**src/rtl/ahblite_apb_bridge_pkg.sv**
```systemverilog
// Shared encodings for the AHB-Lite to APB3 bridge: HTRANS, HRESP and FSM states.
package ahblite_apb_bridge_pkg;

  localparam logic [1:0] HTRANS_IDLE   = 2'b00;
  localparam logic [1:0] HTRANS_BUSY   = 2'b01;
  localparam logic [1:0] HTRANS_NONSEQ = 2'b10;
  localparam logic [1:0] HTRANS_SEQ    = 2'b11;

  localparam logic HRESP_OKAY  = 1'b0;
  localparam logic HRESP_ERROR = 1'b1;

  typedef enum logic [2:0] {
    ST_IDLE   = 3'd0,
    ST_SETUP  = 3'd1,
    ST_ACCESS = 3'd2,
    ST_DONE   = 3'd3,
    ST_ERR1   = 3'd4,
    ST_ERR2   = 3'd5
  } state_t;

endpackage

```
**src/rtl/ahblite_apb_bridge.sv**
```systemverilog
// AHB-Lite slave turning single transfers into APB3 SETUP/ACCESS cycles,
// with a PREADY timeout so a dead peripheral cannot stall the AHB bus.
module ahblite_apb_bridge
  import ahblite_apb_bridge_pkg::*;
#(
  parameter int PADDR_W = 16,
  parameter int TIMEOUT = 255
) (
  input  logic               HCLK,
  input  logic               HRESETn,
  input  logic               HSEL,
  input  logic [31:0]        HADDR,
  input  logic [1:0]         HTRANS,
  input  logic               HWRITE,
  input  logic               HREADY,
  input  logic [31:0]        HWDATA,
  output logic               HREADYOUT,
  output logic               HRESP,
  output logic [31:0]        HRDATA,
  output logic [PADDR_W-1:0] PADDR,
  output logic               PSEL,
  output logic               PENABLE,
  output logic               PWRITE,
  output logic [31:0]        PWDATA,
  input  logic [31:0]        PRDATA,
  input  logic               PREADY,
  input  logic               PSLVERR
);

  localparam logic [7:0] CNT_LAST = 8'(TIMEOUT - 1);

  state_t      state, nxt;
  logic [7:0]  cnt;
  logic        accept;
  logic        load_addr, load_rdata, cnt_clr, cnt_inc;

  // Upper address bits are decoded upstream; HTRANS[0] (SEQ vs NONSEQ) is irrelevant here.
  logic unused_bits;
  assign unused_bits = ^{HADDR[31:PADDR_W], HTRANS[0]};

  assign accept = HSEL & HREADY & HTRANS[1];

  always_ff @(posedge HCLK or negedge HRESETn) begin
    if (!HRESETn) state <= ST_IDLE;
    else          state <= nxt;
  end

  always_comb begin
    nxt        = state;
    load_addr  = 1'b0;
    load_rdata = 1'b0;
    cnt_clr    = 1'b0;
    cnt_inc    = 1'b0;
    case (state)
      ST_IDLE, ST_DONE, ST_ERR2: begin
        if (accept) begin
          nxt       = ST_SETUP;
          load_addr = 1'b1;
          cnt_clr   = 1'b1;
        end else begin
          nxt = ST_IDLE;
        end
      end
      ST_SETUP: nxt = ST_ACCESS;
      ST_ACCESS: begin
        if (PREADY) begin
          nxt        = PSLVERR ? ST_ERR1 : ST_DONE;
          load_rdata = !PSLVERR && !PWRITE;
        end else begin
          cnt_inc = 1'b1;
          // Give up on the peripheral; the ERROR response frees the bus.
          if (cnt == CNT_LAST) nxt = ST_ERR1;
        end
      end
      ST_ERR1: nxt = ST_ERR2;
      default: nxt = ST_IDLE;
    endcase
  end

  always_ff @(posedge HCLK or negedge HRESETn) begin
    if (!HRESETn) begin
      PADDR  <= '0;
      PWRITE <= 1'b0;
      HRDATA <= '0;
      cnt    <= '0;
    end else begin
      if (load_addr) begin
        PADDR  <= HADDR[PADDR_W-1:0];
        PWRITE <= HWRITE;
      end
      if (load_rdata) HRDATA <= PRDATA;
      if (cnt_clr)      cnt <= '0;
      else if (cnt_inc) cnt <= cnt + 8'd1;
    end
  end

  // Bus-facing controls decode straight from state so reset takes effect immediately.
  assign PSEL      = (state == ST_SETUP) || (state == ST_ACCESS);
  assign PENABLE   = (state == ST_ACCESS);
  assign HREADYOUT = !((state == ST_SETUP) || (state == ST_ACCESS) || (state == ST_ERR1));
  assign HRESP     = ((state == ST_ERR1) || (state == ST_ERR2)) ? HRESP_ERROR : HRESP_OKAY;
  assign PWDATA    = HWDATA;

endmodule

```
**config.mk**
```make
export PLATFORM = sky130hd
export DESIGN_NAME = ahblite_apb_bridge
export DESIGN_NICKNAME = d
export VERILOG_FILES = /design/src/rtl/ahblite_apb_bridge_pkg.sv /design/src/rtl/ahblite_apb_bridge.sv
export SDC_FILE = /design/constraint.sdc
export NUM_CORES = 1
export LEC_CHECK = 0
export ABC_AREA = 1
export BUFFER_PORTS_ARGS = -buffer_cell sky130_fd_sc_hd__buf_4
export CAP_MARGIN = 20
export CELL_PAD_IN_SITES_DETAIL_PLACEMENT = 1
export CELL_PAD_IN_SITES_GLOBAL_PLACEMENT = 1
export CORE_ASPECT_RATIO = 0.75
export CORE_MARGIN = 2
export CORE_UTILIZATION = 29
export CTS_CLUSTER_SIZE = 12
export DETAILED_ROUTE_END_ITERATION = 8
export GPL_TIMING_DRIVEN = 0
export PLACE_DENSITY_LB_ADDON = 0.05
export SLEW_MARGIN = 20
export SYNTH_ARGS = -nofsm -noshare
export SYNTH_HDL_FRONTEND = slang
export SYNTH_SLANG_ARGS = --single-unit
export TNS_END_PERCENT = 1
```
**constraint.sdc**
```tcl
create_clock -name HCLK -period 1.4 [get_ports HCLK]
set_input_delay 0.07 -clock HCLK [delete_from_list [all_inputs] [get_ports HCLK]]
set_output_delay 0.07 -clock HCLK [all_outputs]
set_load 0.01 [all_outputs]
```
==> impl_metrics.json <==
{
  "status": "finished, violations left",
  "violations": "negative setup slack",
  "p_int_uw": 5650,
  "rsz0062_at_grt": "true",
  "clockPowerShare_pct": 24.9,
  "drtIter0Drc": 85,
  "setup_violations": 1,
  "htreeDepth": 3,
  "max_stage_delay_ns": 0.40,
  "nFillCells": 1131,
  "synth-seq-area-share_pct": 51.8,
  "crit_fanout": 10,
  "place_area_um2": 4110,
  "dr.pass1.iters": 4,
  "totalPowerFinal_uw": 8590,
  "via_per_inst": 4.27,
  "gp_congestion": 0.731,
  "grt_pass1_wl_um": 14500,
  "num_rows": 31,
  "skew_ns": 0.00582,
  "antenna_found_initial": 0,
  "overflow": 0,
  "slowest_stage": "dfrtp_1",
  "power_density_nw_per_um2": 1740,
  "numPortBuffers": 140,
  "grt_max_degree": 61,
  "synth_cells": 328,
  "critPathRequiredTime_ns": 1.60,
  "dp.final_hpwl_um": 6170,
  "path_cells": "inv_2 -> nand2_2 -> nor2_4 -> nand3b_4 -> buf_6 -> nand2_1 -> o21ai_1",
  "cts_buffers": 9,
  "clock_latency_ns": 0.33,
  "cts.sinks": 60,
  "cts-root-buf": "clkbuf_16",
  "initial_utilization_pct": 29.9,
  "drc_errors": 0,
  "hp-class": "in -> reg",
  "vias": 2833,
  "synth.distinct_cells": 25,
  "wl_um": 8960,
  "p_sw_share_pct": 34.2,
  "timing.slew.headroom_pct": 47.5,
  "clk_pin_slew_ns": 0.05,
  "path_buf_inv": 2,
  "arrival_ns": 1.60,
  "ir_drop_uv": 729,
  "clock_path_buffers": 2,
  "grt_pass1_vias": 2958,
  "finalHoldViolations": 0,
  "cts_tree": "yes",
  "whs_ns": 0.00507,
  "final_cell_mix": "176 x buf_4, 100 x nand2_1, 58 x dfrtp_1, 47 x dlygate4sd3_1, 39 x inv_1",
  "nets": 635,
  "fp.dieH_um": 90.6,
  "synthesis.nets": 435,
  "fmax_mhz": 714,
  "timing.final.crit_share_pct": 100,
  "netlist_area_um2": 2900,
  "period_needed_ns": 1.40,
  "cap_violations": 0,
  "setup_tns_ns": -0.000346,
  "end_kind": "register",
  "yosys_warnings": 0,
  "area_growth_pct": 70.3,
  "final_cells": 664,
  "seq_power_share_pct": 35.1,
  "drtAntennaViolNets": 0,
  "ys_ff_latch": 60,
  "comb_power_share_pct": 40.0,
  "setup_slack_ns": -0.000346,
  "wire_per_inst_um": 13.5,
  "grt_usage_pct": 17.1,
  "syn_area_per_cell_um2": 8.83,
  "critPathTopFamily": "simple AND/OR/NAND/NOR gates",
  "worstMarginPinSlew_ns": 0.787,
  "place_inst": 600,
  "ios": 190,
  "drive_gt1_share_pct": 44.0,
  "netSwitchingPower_uw": 2940,
  "core_um2": 9700,
  "die_width_um": 119,
  "antenna-diode-count": 0,
  "slew_violations": 0,
  "critPathKind": "reg -> reg",
  "p_leak_uw": 0.00269,
  "die_area_um2": 10800,
  "cp-start-kind": "register",
  "layout.cells.most_common": "buf_4",
  "final_area_um2": 4930
}
[cell type report]
| class | count | area [µm²] | share of cell area (%) |
|---|---|---|---|
| inverters | 42 | 160 | 3.25 |
| multi-input cells | 184 | 930 | 18.8 |
| well taps | 132 | 165 | 3.35 |
| repair buffers | 189 | 1540 | 31.1 |
| clock buffers | 14 | 284 | 5.76 |
| flip-flops and latches | 60 | 1500 | 30.5 |
| plain buffers | 42 | 349 | 7.08 |
| clock inverters | 1 | 5.00 | 0.101 |
[per-layer routing]
metal | track usage (%) | vias up | share of wire, %
met2 | 29.3 | 124 | 48
met5 | 0 | - | 0
met4 | 3.53 | 0 | 0.87
met1 | 20.3 | 1319 | 42
met3 | 7.01 | 8 | 9.3
li1 | - | 1382 | -
[path summary, 6_finish.rpt]
| path | end | slack, ns | depth (start not counted) | start |
|---|---|---|---|---|
| max | HRDATA[25]$_DFFE_PN0P_ | -0.0003 | 7 | state[0]$_DFFE_PN0P_ |
| min | HRDATA[29]$_DFFE_PN0P_ | 0.005 | 3 | PRDATA[29] |
| max reg2reg | HRDATA[25]$_DFFE_PN0P_ | -0.0003 | 7 | state[0]$_DFFE_PN0P_ |
| min reg2reg | PADDR[6]$_DFFE_PN0P_ | 0.48 | 2 | PADDR[6]$_DFFE_PN0P_ |
| max in group asynchronous | cnt[1]$_DFFE_PN0P_ | 0.45 | 2 | HRESETn |
| min in group asynchronous | PADDR[14]$_DFFE_PN0P_ | 0.36 | 2 | HRESETn |
[worst min-delay path, stage by stage]
cell	delay, ns
buf_4	0.11
inv_1	0.04
o21ai_1	0.07
[power groups by stage]
stage	Sequential, µW	Clock, µW	Combinational, µW
final	3010	2140	3430
after global routing	3120	2260	3800
after CTS	3010	2210	3410
after detailed placement	3020	0	3280
after global placement	3010	0	3210
after floorplan	3250	0	1280
[cell usage after synthesis]
master / instances / share of area, %
buf_4: 34 / 8.8
nand3_1: 15 / 2.6
nand3_2: 1 / 0.35
nand3b_1: 1 / 0.26
o31ai_1: 1 / 0.26
o21ai_2: 15 / 4.5
nand2_1: 106 / 14
o21ai_0: 2 / 0.35
inv_2: 2 / 0.26
nor3_1: 2 / 0.35
buf_8: 1 / 0.52
a21oi_1: 3 / 0.52
nand2_2: 1 / 0.22
o21ai_1: 18 / 3.1
nor2_4: 1 / 0.39
nor2_1: 10 / 1.3
inv_1: 40 / 5.2
nand3b_4: 1 / 0.69
o21bai_1: 1 / 0.26
xor2_1: 1 / 0.30
dfrtp_1: 60 / 52
ha_1: 2 / 0.86
nand4_1: 2 / 0.43
nor2_2: 1 / 0.22
buf_6: 7 / 2.7
[state kept, by name (all words and copies together) (netlist names)]
name	cells
cnt	8
PWRITE	1
HRDATA	32
state	3
PADDR	16
[logic make-up (layout without fill, tap and decap cells)]
group                      Yosys count  in the layout  share of synthesized area, %
AOI/OAI and AO/OA                   40             40                          9.02
adders and majority gates            2              2                         0.863
buffers and inverters               84            288                          17.5
xor gates and xnor gates             1              1                         0.302
DFF                                 60             60                          51.8
and+or+nand+nor                    141            141                          20.5
[stage by stage]
stage	worst slack, ns	util [%]
floorplan	0.147	-
global placement	-0.0293	42.4
detailed placement	-0.0331	42.4
CTS	-0.0456	50.3
global route	-0.125	50.9
finish	-0.000346	50.9
[timing repair]
item	in CTS	in global routing
endpoints found under the setup margin	25	55
gates resized for setup	0	16
pin swaps	0	1
setup buffers	1	1
endpoints found under the hold margin	106	0
hold buffers	47	0
Note: power is estimated with default switching activity, not from simulation.
